==> config.mk <==
export PLATFORM = sky130hd
export DESIGN_NAME = tmds_decode
export DESIGN_NICKNAME = d
export VERILOG_FILES = /design/src/rtl/tmds_pkg.sv /design/src/rtl/tmds_word_align.sv /design/src/rtl/tmds_decode.sv
export SDC_FILE = /design/constraint.sdc
export NUM_CORES = 1
export LEC_CHECK = 0
export BUFFER_PORTS_ARGS = -buffer_cell sky130_fd_sc_hd__buf_2
export CORE_ASPECT_RATIO = 1.4
export CORE_MARGIN = 1
export CORE_UTILIZATION = 30
export DETAILED_ROUTE_END_ITERATION = 8
export PLACE_DENSITY = 0.44
export SLEW_MARGIN = 20
export SYNTH_ARGS = -nofsm -noshare
export SYNTH_HDL_FRONTEND = slang
export SYNTH_SLANG_ARGS = --single-unit
==> constraint.sdc <==
create_clock -name pixelclk -period 4.5 [get_ports pixelclk]
set_input_delay 0.45 -clock pixelclk [delete_from_list [all_inputs] [get_ports pixelclk]]
set_output_delay 0.45 -clock pixelclk [all_outputs]
set_load 0.01 [all_outputs]
==> src/rtl/tmds_pkg.sv <==
// Shared TMDS constants, alignment FSM encoding and word-level helpers.
package tmds_pkg;

  // Control tokens, bit 9 down to bit 0 (bit 0 is first on the wire).
  localparam logic [9:0] CTL0 = 10'b1101010100;
  localparam logic [9:0] CTL1 = 10'b0010101011;
  localparam logic [9:0] CTL2 = 10'b0101010100;
  localparam logic [9:0] CTL3 = 10'b1010101011;

  typedef enum logic [1:0] {
    StSearch = 2'd0,
    StVerify = 2'd1,
    StLocked = 2'd2
  } align_state_e;

  typedef struct packed {
    logic       valid;
    logic [1:0] code;  // {c1, c0}
  } ctl_tok_t;

  // Match a word against the four control tokens.
  function automatic ctl_tok_t ctl_classify(input logic [9:0] w);
    ctl_tok_t t;
    t.valid = 1'b1;
    t.code  = 2'b00;
    case (w)
      CTL0:    t.code = 2'b00;
      CTL1:    t.code = 2'b01;
      CTL2:    t.code = 2'b10;
      CTL3:    t.code = 2'b11;
      default: t.valid = 1'b0;
    endcase
    return t;
  endfunction

  // Undo the TMDS transition-minimising encoding of a data word.
  function automatic logic [7:0] decode_data(input logic [9:0] q);
    logic [7:0] b;
    logic [7:0] d;
    b    = q[9] ? ~q[7:0] : q[7:0];
    d[0] = b[0];
    for (int i = 1; i < 8; i++) begin
      d[i] = q[8] ? (b[i] ^ b[i-1]) : ~(b[i] ^ b[i-1]);
    end
    return d;
  endfunction

endpackage

==> src/rtl/tmds_word_align.sv <==
// Word alignment: 20-bit window, token detection and SEARCH/VERIFY/LOCKED FSM.
module tmds_word_align
  import tmds_pkg::*;
#(
  parameter int unsigned LOCK_RUN       = 8,
  parameter int unsigned SEARCH_TIMEOUT = 1023,
  parameter int unsigned LOSS_TIMEOUT   = 4095
) (
  input  logic       clk_i,
  input  logic       rst_i,
  input  logic [9:0] raw_i,
  output logic [9:0] aligned_o,
  output logic       tok_o,
  output logic [1:0] ctl_o,
  output logic       locked_o,
  output logic [3:0] offset_o
);

  localparam int unsigned RunW   = $clog2(LOCK_RUN + 1);
  localparam int unsigned TimerW = $clog2(SEARCH_TIMEOUT + 1);
  localparam int unsigned LossW  = $clog2(LOSS_TIMEOUT + 1);

  localparam logic [RunW-1:0]   RunMax   = RunW'(LOCK_RUN);
  localparam logic [TimerW-1:0] TimerMax = TimerW'(SEARCH_TIMEOUT);
  localparam logic [LossW-1:0]  LossMax  = LossW'(LOSS_TIMEOUT);

  logic [9:0]        prev_q, prev_d;
  logic [9:0]        aligned_q, aligned_d;
  logic              tok_q, tok_d;
  logic [1:0]        ctl_q, ctl_d;
  align_state_e      state_q, state_d;
  logic [RunW-1:0]   run_q, run_d;
  logic [TimerW-1:0] timer_q, timer_d;
  logic [LossW-1:0]  loss_q, loss_d;
  logic [3:0]        offset_q, offset_d;
  logic              locked_q, locked_d;

  logic [19:0]       window;
  logic [9:0]        cur_word;
  ctl_tok_t          cur_tok;
  logic [RunW-1:0]   run_inc;
  logic [LossW-1:0]  loss_inc;

  // Window formation and token classification at the current offset.
  always_comb begin
    window    = {raw_i, prev_q};
    cur_word  = 10'(window >> offset_q);
    cur_tok   = ctl_classify(cur_word);
    prev_d    = raw_i;
    aligned_d = cur_word;
    tok_d     = cur_tok.valid;
    ctl_d     = cur_tok.code;
  end

  // Input history and first pipeline stage.
  always_ff @(posedge clk_i) begin
    if (rst_i) begin
      prev_q    <= '0;
      aligned_q <= '0;
      tok_q     <= 1'b0;
      ctl_q     <= '0;
    end else begin
      prev_q    <= prev_d;
      aligned_q <= aligned_d;
      tok_q     <= tok_d;
      ctl_q     <= ctl_d;
    end
  end

  // FSM state register together with its counters.
  always_ff @(posedge clk_i) begin
    if (rst_i) begin
      state_q  <= StSearch;
      run_q    <= '0;
      timer_q  <= '0;
      loss_q   <= '0;
      offset_q <= '0;
      locked_q <= 1'b0;
    end else begin
      state_q  <= state_d;
      run_q    <= run_d;
      timer_q  <= timer_d;
      loss_q   <= loss_d;
      offset_q <= offset_d;
      locked_q <= locked_d;
    end
  end

  // Next-state: token runs, search timeout and loss-of-lock timing.
  always_comb begin
    state_d  = state_q;
    run_d    = run_q;
    timer_d  = timer_q;
    loss_d   = loss_q;
    offset_d = offset_q;
    run_inc  = (run_q == RunMax) ? run_q : run_q + RunW'(1);
    loss_inc = loss_q + LossW'(1);
    unique case (state_q)
      StSearch, StVerify: begin
        timer_d = timer_q + TimerW'(1);
        if (cur_tok.valid) begin
          if (state_q == StSearch) begin
            state_d = StVerify;
            run_d   = RunW'(1);
          end else begin
            run_d = run_inc;
          end
          if (run_d == RunMax) begin
            state_d = StLocked;
            timer_d = '0;
            loss_d  = '0;
          end
        end else begin
          state_d = StSearch;
          run_d   = '0;
        end
        // A token arriving on the timeout cycle keeps the current offset.
        if (timer_q == TimerMax && state_d != StLocked) begin
          timer_d = '0;
          if (!cur_tok.valid) begin
            offset_d = (offset_q == 4'd9) ? 4'd0 : offset_q + 4'd1;
            run_d    = '0;
          end
        end
      end
      StLocked: begin
        run_d = cur_tok.valid ? run_inc : '0;
        if (cur_tok.valid && run_d == RunMax) begin
          loss_d = '0;
        end else if (loss_inc == LossMax) begin
          state_d = StSearch;
          loss_d  = '0;
          timer_d = '0;
          run_d   = '0;
        end else begin
          loss_d = loss_inc;
        end
      end
      default: state_d = StSearch;
    endcase
  end

  // Output decode: locked is a registered view of the next state.
  always_comb begin
    locked_d = (state_d == StLocked);
  end

  assign aligned_o = aligned_q;
  assign tok_o     = tok_q;
  assign ctl_o     = ctl_q;
  assign locked_o  = locked_q;
  assign offset_o  = offset_q;

endmodule

==> src/rtl/tmds_decode.sv <==
// TMDS channel decoder: word alignment followed by token/data decode stage.
module tmds_decode
  import tmds_pkg::*;
#(
  parameter int unsigned LOCK_RUN       = 8,
  parameter int unsigned SEARCH_TIMEOUT = 1023,
  parameter int unsigned LOSS_TIMEOUT   = 4095
) (
  input  logic       pixelclk,
  input  logic       rst,
  input  logic [9:0] raw_din,
  output logic [7:0] dout,
  output logic       c0,
  output logic       c1,
  output logic       de,
  output logic       locked,
  output logic [3:0] offset
);

  logic [9:0] aligned_w;
  logic       tok_w;
  logic [1:0] ctl_w;
  logic       locked_w;
  logic [3:0] offset_w;

  logic [7:0] dout_q, dout_d;
  logic       de_q, de_d;
  logic       c0_q, c0_d;
  logic       c1_q, c1_d;

  tmds_word_align #(
    .LOCK_RUN       (LOCK_RUN),
    .SEARCH_TIMEOUT (SEARCH_TIMEOUT),
    .LOSS_TIMEOUT   (LOSS_TIMEOUT)
  ) u_align (
    .clk_i     (pixelclk),
    .rst_i     (rst),
    .raw_i     (raw_din),
    .aligned_o (aligned_w),
    .tok_o     (tok_w),
    .ctl_o     (ctl_w),
    .locked_o  (locked_w),
    .offset_o  (offset_w)
  );

  // Tokens update c1/c0 and blank data; data passes only while locked.
  always_comb begin
    dout_d = '0;
    de_d   = 1'b0;
    c0_d   = c0_q;
    c1_d   = c1_q;
    if (tok_w) begin
      {c1_d, c0_d} = ctl_w;
    end else if (locked_w) begin
      de_d   = 1'b1;
      dout_d = decode_data(aligned_w);
    end
  end

  // Output register stage.
  always_ff @(posedge pixelclk) begin
    if (rst) begin
      dout_q <= '0;
      de_q   <= 1'b0;
      c0_q   <= 1'b0;
      c1_q   <= 1'b0;
    end else begin
      dout_q <= dout_d;
      de_q   <= de_d;
      c0_q   <= c0_d;
      c1_q   <= c1_d;
    end
  end

  assign dout   = dout_q;
  assign de     = de_q;
  assign c0     = c0_q;
  assign c1     = c1_q;
  assign locked = locked_w;
  assign offset = offset_w;

endmodule

### Yosys cells after proc, flatten, opt, wreduce, memory -nomap -nowiden

Cells that the tools add are included.

| cells by class | value |
|---|---|
| add/subtract/negate cells | 4 |
| equality and inequality tests | 18 |
| shift operators | 1 |
| mux-type cells | 41 |
| bitwise gates (word level) | 17 |
| reduce and logical (&&, ||, !) cells | 11 |

Operators with widths:

| operator | count |
|---|---|
| $mux 10 | 5 |
| $mux 12 | 4 |
| $mux 4 | 11 |
| $eq 10x10->1 const B | 3 |
| $pmux 12 s2 | 1 |
| $pmux 10 s2 | 1 |
| $shr 20x4->10 | 1 |
| $eq 4x4->1 const B | 4 |
| $add 12x1->12 const B | 1 |
| $eq 12x12->1 const B | 1 |
| $mux 2 | 6 |
| $add 10x1->10 const B | 1 |
| $eq 10x8->1 const B | 1 |
| $eq 10x9->1 const B | 1 |
| $mux 1 | 9 |
| $not 1->1 | 9 |
| $reduce_and 3->1 | 3 |
| $add 4x1->4 const B | 2 |
| $mux 8 | 1 |
| $not 8->8 | 1 |
| $pmux 4 s2 | 1 |
| $xor 1x1->1 | 7 |
| $ne 2x1->1 const B | 3 |
| $pmux 2 s3 | 1 |
| other kinds (10) | 14 |

| storage, ports and cells | value |
|---|---|
| flip-flop bits (word level) | 67 |
| bits of input ports | 12 |
| output and inout port bits | 16 |
| word-level logic and storage cells | 106 |

### Logic depth before layout (Yosys ltp)

Gate-level depths: netlist of the first run.

| depth | value |
|---|---|
| depth in word-level cells | 14 |
| mapped depth | 14 |
| depth with buffers taken out | 10 |

### Hierarchy

A second synthesis of the first run with hierarchy kept.

| unflattened totals | value |
|---|---|
| cells, all modules | 427 |
| area, all modules | 3922.5 um^2 |

By module, submodules not included:

| module | instances | cells an instance | area an instance (um^2) | seq. area each (um^2) |
|---|---|---|---|---|
| tmds_word_align | 1 | 389 | 3424.5 | 1121.1 |
| tmds_decode | 1 | 38 | 498.0 | 220.2 |

### Least setup slack after synthesis of the first run

No wires, ideal clock.

| timing | value |
|---|---|
| path type | register to register |
| start point | register u_align.offset_q[0], in the netlist u_align.offset_o[0] |
| end point | register u_align.loss_q[6] |
| library setup time | 0.120 ns |
| data arrival time | 3.128 ns |
| required time | 4.380 ns |
| path slack | 1.253 ns |
| stages on the path, launching flop included | 15 |
| path buffers | 6 |
| period minus slack after synthesis | 3.247 ns |
| cells stage by stage | dfxtp_1 -> buf_2 -> buf_6 -> buf_2 -> mux4_1 -> a22o_1 -> nor2_2 -> nor4b_1 -> and2_0 -> buf_2 -> or2_4 -> buf_6 -> a311oi_4 -> buf_6 -> a211o_1 |

| between the ends | value |
|---|---|
| longest elaborated chain between the ends | 9 |
| elaborated cells on any way between the ends | 14 |
| classes of those cells | eq/ne (6); shift (1); mux (4); reduce/logical (3) |

RTL lines:

| element | RTL line | RTL |
|---|---|---|
| from (decl) | tmds_word_align.sv:35 | `logic [3:0] offset_q, offset_d;` |
| from (signal assigned) | tmds_word_align.sv:84 | `offset_q <= offset_d;` |
| $shr 20x4->10 * | tmds_word_align.sv:47 | `cur_word = 10'(window >> offset_q);` |
| $eq 10x10->1 (tied with other cells) | tmds_pkg.sv:26 | `case (w)` |
| $reduce_or 4->1 (no source line) * | -- |  |
| $mux 1 * | tmds_pkg.sv:26 |  |
| $mux 4 | tmds_word_align.sv:127 | `run_d = cur_tok.valid ? run_inc : '0;` |
| $eq 4x4->1 | tmds_word_align.sv:128 | `if (cur_tok.valid && run_d == RunMax) begin` |
| $logic_and 1x1->1 | tmds_word_align.sv:128 |  |
| $mux 12 | tmds_word_align.sv:128 |  |
| $pmux 12 s2 | tmds_word_align.sv:98 | `unique case (state_q)` |
| to (signal assigned) | tmds_word_align.sv:83 | `loss_q <= loss_d;` |
| to (decl) | tmds_word_align.sv:34 | `logic [LossW-1:0] loss_q, loss_d;` |

Mark *: on every way between the ends. The rest lies on a longest branch, timed or not.
A chain may end at the register's enable or synchronous reset.

### Worst setup path after layout of the first run

| timing | value |
|---|---|
| start point | register u_align.offset_q[0], in the netlist u_align.offset_o[0] |
| end point | register u_align.loss_q[0] |

The elaborated chain is that of the path after synthesis.

==> results of run 1 <==
-- cell families (layout without fill, tap and decap cells) --
kind of cell	after synthesis	after routing	share of synthesized area (%)
xor gates and xnor gates	24	24	5.483
DFF	67	67	34.99
muxes	35	35	16.42
buffers and inverters	43	67	5.320
and+or+nand+nor	148	148	20.04
adders and majority gates	5	5	1.632
AOI/OAI and AO/OA	79	79	16.12
-- power by group through the flow --
| stage | logic, mW | registers (mW) | clock network (mW) |
|---|---|---|---|
| global route | 0.0851 | 0.615 | 0.781 |
| global placement | 0.0778 | 0.628 | 0 |
| floorplan | 0.0572 | 0.623 | 0 |
| CTS | 0.0779 | 0.614 | 0.751 |
| detailed placement | 0.0776 | 0.628 | 0 |
| finish | 0.0774 | 0.614 | 0.734 |
-- critical path, delay by kind of cell, from the launching register on --
kind / cells / cell delay, ps
and+or+nand+nor: 4 / 930
AOI/OAI and AO/OA: 2 / 850
muxes: 2 / 820
DFF: 1 / 540
buffers and inverters: 2 / 470
-- sequential cells by signal, summed over array words and instances (netlist names), 2 cells and up --
| signal | cells |
|---|---|
| u_align.state_q | 2 |
| u_align.run_q | 4 |
| dout | 8 |
| u_align.loss_q | 12 |
| u_align.timer_q | 10 |
| u_align.prev_q | 10 |
| u_align.aligned_o | 10 |
| u_align.ctl_o | 2 |
| u_align.offset_o | 4 |
-- Yosys cell counts (2+ instances only) --
| cell type | number | area share (%) |
|---|---|---|
| clkbuf_1 | 13 | 1.3 |
| and3_1 | 6 | 0.98 |
| mux2i_1 | 10 | 2.6 |
| a211oi_1 | 4 | 0.78 |
| buf_2 | 4 | 0.52 |
| a21o_1 | 3 | 0.59 |
| and3b_1 | 2 | 0.46 |
| nor3_1 | 7 | 0.91 |
| mux4_1 | 2 | 1.4 |
| nand3_1 | 18 | 2.3 |
| dfxtp_1 | 67 | 35 |
| ha_1 | 5 | 1.6 |
| xor2_1 | 3 | 0.69 |
| nor2_1 | 43 | 4.2 |
| mux2_2 | 3 | 0.88 |
| o22ai_1 | 3 | 0.49 |
| a21oi_1 | 11 | 1.4 |
| inv_1 | 18 | 1.8 |
| xnor2_1 | 21 | 4.8 |
| a221oi_1 | 3 | 0.69 |
| nor3b_1 | 2 | 0.39 |
| a31oi_1 | 2 | 0.33 |
| o31ai_1 | 2 | 0.39 |
| nand3b_1 | 2 | 0.39 |
| a211o_1 | 2 | 0.46 |
| nor4b_1 | 4 | 0.91 |
| nor2b_1 | 20 | 3.3 |
| buf_6 | 5 | 1.5 |
| buf_1 | 3 | 0.29 |
| o21ai_0 | 14 | 1.8 |
| nor4_1 | 2 | 0.33 |
| o211ai_1 | 6 | 1.2 |
| mux4_2 | 19 | 11 |
| a22o_1 | 12 | 2.7 |
| nand2_1 | 21 | 2.1 |
| and2_1 | 8 | 1.3 |
| nand4_1 | 3 | 0.49 |
-- final cells by class --
| type | instances | area share (%) |
|---|---|---|
| Multi-Input combinational cell | 291 | 52.35 |
| Sequential cell | 67 | 30.68 |
| Clock buffer | 9 | 5.152 |
| Tap cell | 150 | 4.293 |
| Timing Repair Buffer | 33 | 4.121 |
| Clock inverter | 7 | 1.860 |
| Inverter | 18 | 1.546 |
-- worst paths after layout --
kind	startpoint	end	slack (ps)	depth (start not counted)
max	u_align.offset_o[0]$_SDFFE_PP0P_	u_align.loss_q[0]$_SDFFE_PP0P_	820	10
min	raw_din[7]	u_align.prev_q[7]$_SDFF_PP0_	380	2
max reg2reg	u_align.offset_o[0]$_SDFFE_PP0P_	u_align.loss_q[0]$_SDFFE_PP0P_	820	10
min reg2reg	u_align.ctl_o[1]$_SDFF_PP0_	c1$_SDFFE_PP0P_	470	2
-- routing by layer --
| metal | up-vias | track usage (%) | share of wire (%) |
|---|---|---|---|
| li1 | 1513 | - | - |
| met1 | 1450 | 16.92 | 45 |
| met2 | 81 | 23.89 | 48 |
| met3 | 23 | 3.302 | 4.2 |
| met4 | 0 | 7.843 | 3.2 |
| met5 | - | 0 | 0 |
==> reports/results.txt, run 1 <==
Status: completed
Sw frac: 24.28%
Sequential share of power: 43.1%
Synthesized area: 3834 µm²
Vias/cell: 5.334
Nets@finish: 437
Place WS: 815.8 ps
Util after Layout: 35.34%
Crit share post-route: 81.74%
Initial antenna violation count: 0
Final Hold Vio Count: 0
Arrival time at the worst endpoint: 3950 ps
TritonCTS clock tree: done
Tmin final: 3678 ps
Worst-path clk slew: 60 ps
WHS: 384.5 ps
Post-cts resize count: 0
Post-CTS Setup Bufs: 0
Via Count: 3067
CTS Sinks: 67
Post-Layout Cell Count: 575
Area growth from synthesis to layout: 14.03%
Placement Rows: 48
Die Area: 13240 µm²
Die Y: 135.8 µm
Gr usage total: 14.29%
P_sw: 0.3461 mW
Core Region: 12370 µm²
Final weighted congestion in routability-driven placement: 0.8141
Synthesis-stage register bit count: 67
Drt drc: 0
Post-Layout Inst Area: 4372 µm²
Post-Syn Nets: 418
WL per Instance: 15.71 µm
Detailed placement HPWL: 6526 µm
Hold_buf cts: 0
Setup ws final: 821.8 ps
Dpl cell area: 4065 µm²
First-pass GRT wire length: 14760 µm
Peak supply drop: 0.0001556 V
Synthesis warning total: 0
Hold Path Class: primary input to flop
ANT cells: 0
Initial Util: 30.99%
Layout Skew: 8.963 ps
Placed insts: 559
Crit-path max FO: 12
Sequential share of the synthesized area: 34.99%
Most frequent cells in the layout: 67 x dfxtp_1, 43 x nor2_1, 27 x buf_2, 21 x nand2_1, 21 x xnor2_1
Slew Limit Fails: 0
Largest net degree at the start of global routing: 35
Syn avg cell area: 9.560 µm²
Setup violators final: 0
Critical Path End Type: flop
Chip width: 97.54 µm
Initial DRC Count: 116
Final ANT Viol Nets: 0
Synth unique cells: 65
Worst path max stage delay: 600 ps
Fmax: 271.9 MHz
CP max-delay cell: a311oi_4
Area occupied by multi-input gates: 2288 µm²
Num CTS Buffers: 9
Number of max-cap violations: 0
Seq. cell area: 1341 µm²
Clock share of power: 51.5%
Depth of the CTS H-tree: 3
Slew headroom: 42.08%
Vias in the first global route: 2949
Power Density: 326.0 nW/µm²
Synth async-reset ratio: 0%
Clk root buf: clkbuf_16
Slew @ Worst Pin: 866.9 ps
Crit path required time: 4780 ps
EDFF count, synth: 0
Layout cells sized above 1: 18.82%
Skew-Pair Late Insertion Delay: 340 ps
DRT Pass-1 Iters: 4
Total grt overflow: 0
Longest Clk Path Bufs: 2
Dominant synthesized flop cell: dfxtp_1
Startpoint Class: flop
Most common cell after layout, fill and taps aside: dfxtp_1
Setup TNS: 0 ps
Comb pwr share: 5.4%
Port Buf Inserts: 27
Pleak: 1.643 nW
I/O pins: 28
Post-Route WL: 9036 µm
P_int: 1.079 mW
Gate count of the mapped netlist: 401
Filler cell count: 1292
Unrepaired setup endpoints after global routing: false
Crit Path Category: flop to flop
Cells along the critical path: buf_4 -> buf_4 -> mux4_2 -> a22o_1 -> nor2_1 -> nor4b_1 -> and2_0 -> or2_4 -> a311oi_4 -> mux2_2
Design Power: 1.425 mW
Most Frequent Cell on Critical Path: buf_4
Power figures use the tool's default switching activity.
==> run 2, diff against run 1 <==
Clock period 4.5 ns to 3.6 ns, I/O delays scaled along.
==> reports/results.txt, run 2 (synthesis results as in run 1) <==
Status: completed
Vias/cell: 5.266 (-1.3%)
CP max-delay cell: mux4_1
Number of max-cap violations: 0 (unchanged)
R2R setup slack: 320 ps (-500 ps)
First-pass GRT wire length: 15350 µm (+4.0%)
Final Hold Vio Count: 0 (unchanged)
P_sw: 0.4091 mW (+18%)
Sequential share of power: 45.7% (+2.6 points)
Die Y: 135.8 µm (unchanged)
Chip width: 97.54 µm (unchanged)
Skew-Pair Late Insertion Delay: 330 ps (about the same)
RR Startpoint: u_align.offset_o[1]$_SDFFE_PP0P_
Drt drc: 0 (unchanged)
Placed insts: 570 (+2.0%)
Worst-path clk slew: 60 ps (about the same)
Most common cell after layout, fill and taps aside: dfxtp_1
Power Density: 379.0 nW/µm² (+16%)
Total grt overflow: 0 (unchanged)
Sw frac: 24.32% (+0.032 points)
Pleak: 1.681 nW (+2.3%)
Placement Rows: 48 (unchanged)
Die Area: 13240 µm² (unchanged)
Peak supply drop: 0.0001602 V (+3.0%)
Layout cells sized above 1: 20.87% (+2.0 points)
Setup violators final: 0 (unchanged)
Area growth from synthesis to layout: 15.80%
Startpoint Class: flop
Worst path max stage delay: 590 ps (about the same)
WL per Instance: 15.28 µm (-2.8%)
Fmax: 304.7 MHz (+12%)
Critical Path End Type: flop
Slew headroom: 39.75% (-2.3 points)
Vias in the first global route: 3068 (+4.0%)
Filler cell count: 1309 (+1.3%)
Max FFs per register: 12 (unchanged)
Via Count: 3086 (+0.62%)
Hold path depth: 2 (unchanged)
Seq. cell area: 1341 µm² (unchanged)
Initial antenna violation count: 0 (unchanged)
Area occupied by multi-input gates: 2288 µm² (unchanged)
Post-Route WL: 8953 µm (-0.92%)
Slew Limit Fails: 0 (unchanged)
R2R Path End: u_align.loss_q[2]$_SDFFE_PP0P_
Gr usage total: 14.48% (+0.19 points)
TritonCTS clock tree: done
P_int: 1.273 mW (+18%)
Post-CTS Setup Bufs: 0 (unchanged)
Detailed placement HPWL: 6589 µm (+0.97%)
Worst Hold Path EP: u_align.prev_q[7]$_SDFF_PP0_
Crit-path max FO: 12 (unchanged)
Biggest register: u_align.loss_q
Post-Layout Cell Count: 586 (+1.9%)
ANT cells: 0 (unchanged)
Clk root buf: clkbuf_16
Unrepaired setup endpoints after global routing: false
Cells along the critical path: buf_4 -> mux4_1 -> mux2i_1 -> mux2i_1 -> nor4b_1 -> and2_0 -> or2_4 -> a311oi_4 -> buf_4 -> a221o_1
Largest net degree at the start of global routing: 35 (unchanged)
Depth of the CTS H-tree: 3 (unchanged)
Core Region: 12370 µm² (unchanged)
DRT Pass-1 Iters: 4 (unchanged)
Hold Path Origin: raw_din[7]
Post-cts resize count: 0 (unchanged)
Initial DRC Count: 118 (+1.7%)
Num CTS Buffers: 9 (unchanged)
Crit path required time: 3820 ps (-960 ps)
Slew @ Worst Pin: 901.7 ps (+34.86 ps)
Hold Path Class: primary input to flop
Final weighted congestion in routability-driven placement: 0.8511 (+4.5%)
Crit Path Category: flop to flop
Crit share post-route: 91.17% (+9.4 points)
Clock share of power: 48.5% (-3.0 points)
Initial Util: 30.99% (unchanged)
Tmin final: 3282 ps (-396.1 ps)
R2R cell count: 10 (unchanged)
Port Buf Inserts: 27 (unchanged)
Nets@finish: 448 (+2.5%)
Longest Clk Path Bufs: 2 (unchanged)
CP bufs+invs: 2 (unchanged)
Layout Skew: 7.574 ps (-1.389 ps)
Most frequent cells in the layout: 67 x dfxtp_1, 43 x nor2_1, 27 x buf_2, 21 x nand2_1, 21 x xnor2_1
Delay-heaviest family, CP: simple AND/OR/NAND/NOR gates
Design Power: 1.682 mW (+18%)
I/O pins: 28 (unchanged)
Comb pwr share: 5.9% (+0.5 points)
Arrival time at the worst endpoint: 3500 ps (-450 ps)
Hold_buf cts: 0 (unchanged)
CTS Sinks: 67 (unchanged)
Final ANT Viol Nets: 0 (unchanged)
Setup TNS: 0 ps (unchanged)
==> run 2: final cells by class <==
type                       instances  area share [%]
inverter                          18           1.522
clock buffer                       9           5.073
timing repair buffer              44           6.201
clock inverter                     7           1.212
multi-input combinational        291           51.55
sequential                        67           30.21
tap                              150           4.228
==> run 2: worst register-to-register path, cell delays in order, from the launching register on <==
cell and delay, ps:
dfxtp_1 490, buf_4 280, mux4_1 590, mux2i_1 150, mux2i_1 120, nor4b_1 470, and2_0 220, or2_4 200
a311oi_4 100, buf_4 210, a221o_1 340
==> run 2: stage by stage <==
step / setup slack (ps) / hold WS (ps) / cell area, µm² / utilization, %
3_5_place_dp: 274.6 / 470.8 / 4160 / 33.63
4_1_cts: 245.7 / 296.0 / 4439 / 35.88
2_1_floorplan: 352.8 / 440.3 / 3834 / -
5_1_grt: 63.65 / 321.7 / 4439 / 35.88
3_3_place_gp: 368.7 / 451.1 / 4160 / 33.63
6_report: 317.9 / 308.8 / 4439 / 35.88
==> run 2: worst max path at each step <==
stage	from	end	slack, ps	depth (start not counted)
floorplan	u_align.offset_o[0]$_SDFFE_PP0P_	u_align.loss_q[6]$_SDFFE_PP0P_	350	14
global placement	u_align.offset_o[1]$_SDFFE_PP0P_	u_align.loss_q[2]$_SDFFE_PP0P_	370	10
detailed placement	u_align.offset_o[1]$_SDFFE_PP0P_	u_align.loss_q[2]$_SDFFE_PP0P_	270	10
CTS	u_align.offset_o[1]$_SDFFE_PP0P_	u_align.loss_q[2]$_SDFFE_PP0P_	250	10
global route	u_align.offset_o[1]$_SDFFE_PP0P_	u_align.loss_q[2]$_SDFFE_PP0P_	60	10
finish	u_align.offset_o[1]$_SDFFE_PP0P_	u_align.loss_q[2]$_SDFFE_PP0P_	320	10
==> run 2: per-layer routing <==
| layer | track usage (%) | part of all wire [%] | vias to the layer above |
|---|---|---|---|
| met5 | 0 | 0 | - |
| li1 | - | - | 1529 |
| met3 | 3.044 | 3.1 | 14 |
| met1 | 17.48 | 45 | 1493 |
| met4 | 5.719 | 1.6 | 0 |
| met2 | 25.10 | 50 | 50 |
==> run 2: power by group through the flow <==
| stage | registers, mW | clock network [mW] | logic (mW) |
|---|---|---|---|
| after CTS | 0.768 | 0.838 | 0.100 |
| after global placement | 0.784 | 0 | 0.100 |
| after global routing | 0.769 | 0.876 | 0.110 |
| after detailed placement | 0.784 | 0 | 0.100 |
| after floorplan | 0.779 | 0 | 0.0715 |
| final | 0.768 | 0.815 | 0.0989 |
==> run 3, diff against run 2 <==
Settings changed: CORE_UTILIZATION 30 to 60, PLACE_DENSITY 0.44 to 0.78, SYNTH_HIERARCHICAL from default to 1.
==> reports/results.txt, run 3 <==
Status: completed
Synth unique cells: 70 (+7.7%)
Tmin final: 3260 ps (-22.31 ps)
Max FFs per register: 12 (unchanged)
Hold Path Class: primary input to flop
Synth Area in Simple Gates: 21.37% (+1.3 points)
Arrival time at the worst endpoint: 3470 ps (-30 ps)
Hold_buf cts: 0 (unchanged)
Main combinational cell family by area after synthesis: simple AND/OR/NAND/NOR gates
Peak supply drop: 0.0002386 V (+49%)
Synthesized area: 3923 µm² (+2.3%)
Worst-path clk slew: 70 ps (about the same)
First-pass GRT wire length: 14660 µm (-4.5%)
Skew-Pair Late Insertion Delay: 330 ps (about the same)
Levels on crit path: 8 (-2)
Hold Path Origin: raw_din[7]
Layout Skew: 7.596 ps (+0.02237 ps)
Dominant synthesized flop cell: dfxtp_1
Depth of the CTS H-tree: 3 (unchanged)
Crit path from: u_align/offset_o[3]$_SDFFE_PP0P_
Die Y: 97.67 µm (-28%)
Post-Syn Nets: 444 (+6.2%)
Startpoint Class: flop
Power Density: 358.6 nW/µm² (-5.4%)
Clk root buf: clkbuf_8
Synthesis warning total: 6 (+6)
Crit path required time: 3810 ps (about the same)
CTS Sinks: 67 (unchanged)
Placement Rows: 34 (-29%)
Post-Layout Inst Area: 4263 µm² (-4.0%)
Sequential share of the synthesized area: 34.19% (-0.79 points)
Nets@finish: 465 (+3.8%)
Drt drc: 0 (unchanged)
Crit-path max FO: 14 (+2)
Slew @ Worst Pin: 1011 ps (+109.6 ps)
Crit share post-route: 90.55% (-0.62 points)
Setup TNS: 0 ps (unchanged)
Synth Area in XOR/XNOR: 3.604% (-1.9 points)
Multiplexer share of the synthesized area: 13.17% (-3.2 points)
Slew Limit Fails: 0 (unchanged)
Largest net degree at the start of global routing: 42 (+20%)
R2R cell count: 8 (-2)
Synthesis-stage register bit count: 67 (unchanged)
Initial antenna violation count: 0 (unchanged)
Critical Path End Type: flop
Cells along the critical path: mux4_2 -> mux2i_1 -> nand3b_1 -> o22ai_1 -> and4_1 -> nor2_4 -> o211ai_2 -> o221ai_2
Initial DRC Count: 262 (+120%)
Area growth from synthesis to layout: 8.676%
Port Buf Inserts: 27 (unchanged)
Most common cell after layout, fill and taps aside: dfxtp_1
I/O pins: 28 (unchanged)
Final weighted congestion in routability-driven placement: 0.9004 (+5.8%)
Top-count cell post-synth: dfxtp_1
Synth Area in Compound Gates: 20.16% (+4.0 points)
Gate count of the mapped netlist: 427 (+6.5%)
Post-Synth Adder-Cell Area: 1.595% (-0.037 points)
WL per Instance: 15.94 µm (+4.3%)
Dpl cell area: 4048 µm² (-2.7%)
Top post-synthesis cells by count: 67 x dfxtp_1, 35 x nand2_1, 33 x nor2_1
Vias in the first global route: 3219 (+4.9%)
Num CTS Buffers: 9 (unchanged)
Gr usage total: 26.20% (+12 points)
Unrepaired setup endpoints after global routing: false
Chip width: 70.34 µm (-28%)
DRT Pass-1 Iters: 5 (+1)
Number of max-cap violations: 0 (unchanged)
Biggest register: u_align/loss_q
Synth top area cells: dfxtp_1 34%, mux4_2 6.3%, nand2_1 3.3%
EDFF count, synth: 0 (unchanged)
Slew headroom: 32.06% (-7.7 points)
Syn avg cell area: 9.186 µm² (-3.9%)
Hold path depth: 2 (unchanged)
Core Region: 6254 µm² (-49%)
Most frequent cells in the layout: 67 x dfxtp_1, 35 x nand2_1, 33 x nor2_1, 27 x buf_2, 23 x inv_1
Final ANT Viol Nets: 0 (unchanged)
Total grt overflow: 0 (unchanged)
ANT cells: 0 (unchanged)
TritonCTS clock tree: done
Vias/cell: 6.322 (+20%)
CP bufs+invs: 0 (-2)
Synth async-reset ratio: 0% (unchanged)
Detailed placement HPWL: 6114 µm (-7.2%)
Die Area: 6870 µm² (-48%)
Layout cells sized above 1: 20.53% (-0.34 points)
Post-CTS Setup Bufs: 0 (unchanged)
Final Hold Vio Count: 0 (unchanged)
CP max-delay cell: dfxtp_1
Worst path max stage delay: 690 ps (+100 ps)
Synth top area share: 34.19% (-0.79 points)
Pleak: 1.565 nW (-6.9%)
Crit Path Category: flop to flop
Delay-heaviest family, CP: multiplexers
Fmax: 306.8 MHz (+0.68%)
Setup violators final: 0 (unchanged)
Longest Clk Path Bufs: 2 (unchanged)
Area leader, netlist: dfxtp_1
Post-Route WL: 8369 µm (-6.5%)
Post-cts resize count: 0 (unchanged)
Via Count: 3319 (+7.6%)
RR Startpoint: u_align/offset_o[3]$_SDFFE_PP0P_
Initial Util: 62.73% (+32 points)
run 3: cell families (layout without fill, tap and decap cells):
kind of cell | Yosys count | count (layout)
buf+inv | 46 | 72
compound gates | 107 | 107
mux | 36 | 36
fa+ha+maj | 5 | 5
xor+xnor | 11 | 11
simple gates | 155 | 155
flops | 67 | 67
run 3: where the power goes:
part	internal [mW]	switching, mW	leakage [nW]
Sequential	0.754	0.0102	0.544
Clock	0.388	0.281	0.109
Combinational	0.0439	0.0507	0.911
run 3: path summary, 6_finish.rpt:
kind                                      to  slack (ps)
max          u_align/timer_q[9]$_SDFFE_PP0P_         340
min             u_align/prev_q[7]$_SDFF_PP0_         290
max reg2reg  u_align/timer_q[9]$_SDFFE_PP0P_         340
min reg2reg                  c0$_SDFFE_PP0P_         480
run 3: metrics by stage:
stage | instances | utilization, % | worst slack [ps] | hold slack, ps | total power [mW]
finish | 525 | 68.17 | 340.2 | 285.9 | 1.529
global route | 525 | 68.17 | 54.96 | 281.8 | 1.599
CTS | 525 | 68.17 | 350.4 | 263.7 | 1.545
detailed placement | 509 | 64.73 | 378.1 | 462.2 | 0.8742
global placement | 509 | 64.73 | 385.4 | 455.1 | 0.8724
floorplan | 427 | - | 832.7 | 432.4 | 0.8458
run 3: routing by layer:
layer | global-route usage [%] | vias to the layer above | wire length, µm
met5 | 0 | - | 0
met3 | 5.290 | 26 | 281
met2 | 46.89 | 98 | 4549
met1 | 29.54 | 1579 | 3333
met4 | 11.08 | 0 | 205
li1 | - | 1616 | -
run 3: final cells by class:
cell class	instances	area (µm²)
Fill cell	489	1991
Tap cell	72	90.09
Inverter	23	86.33
Clock inverter	7	91.34
Sequential cell	67	1341
Multi-Input combinational cell	314	2350
Clock buffer	9	123.9
Timing Repair Buffer	33	180.2
run 3: worst register-to-register path, cell delays in order (launching register included):
cell      delay [ps]
dfxtp_1          690
mux4_2           610
mux2i_1          380
nand3b_1         120
o22ai_1          120
and4_1           490
nor2_4           170
o211ai_2         410
o221ai_2         150
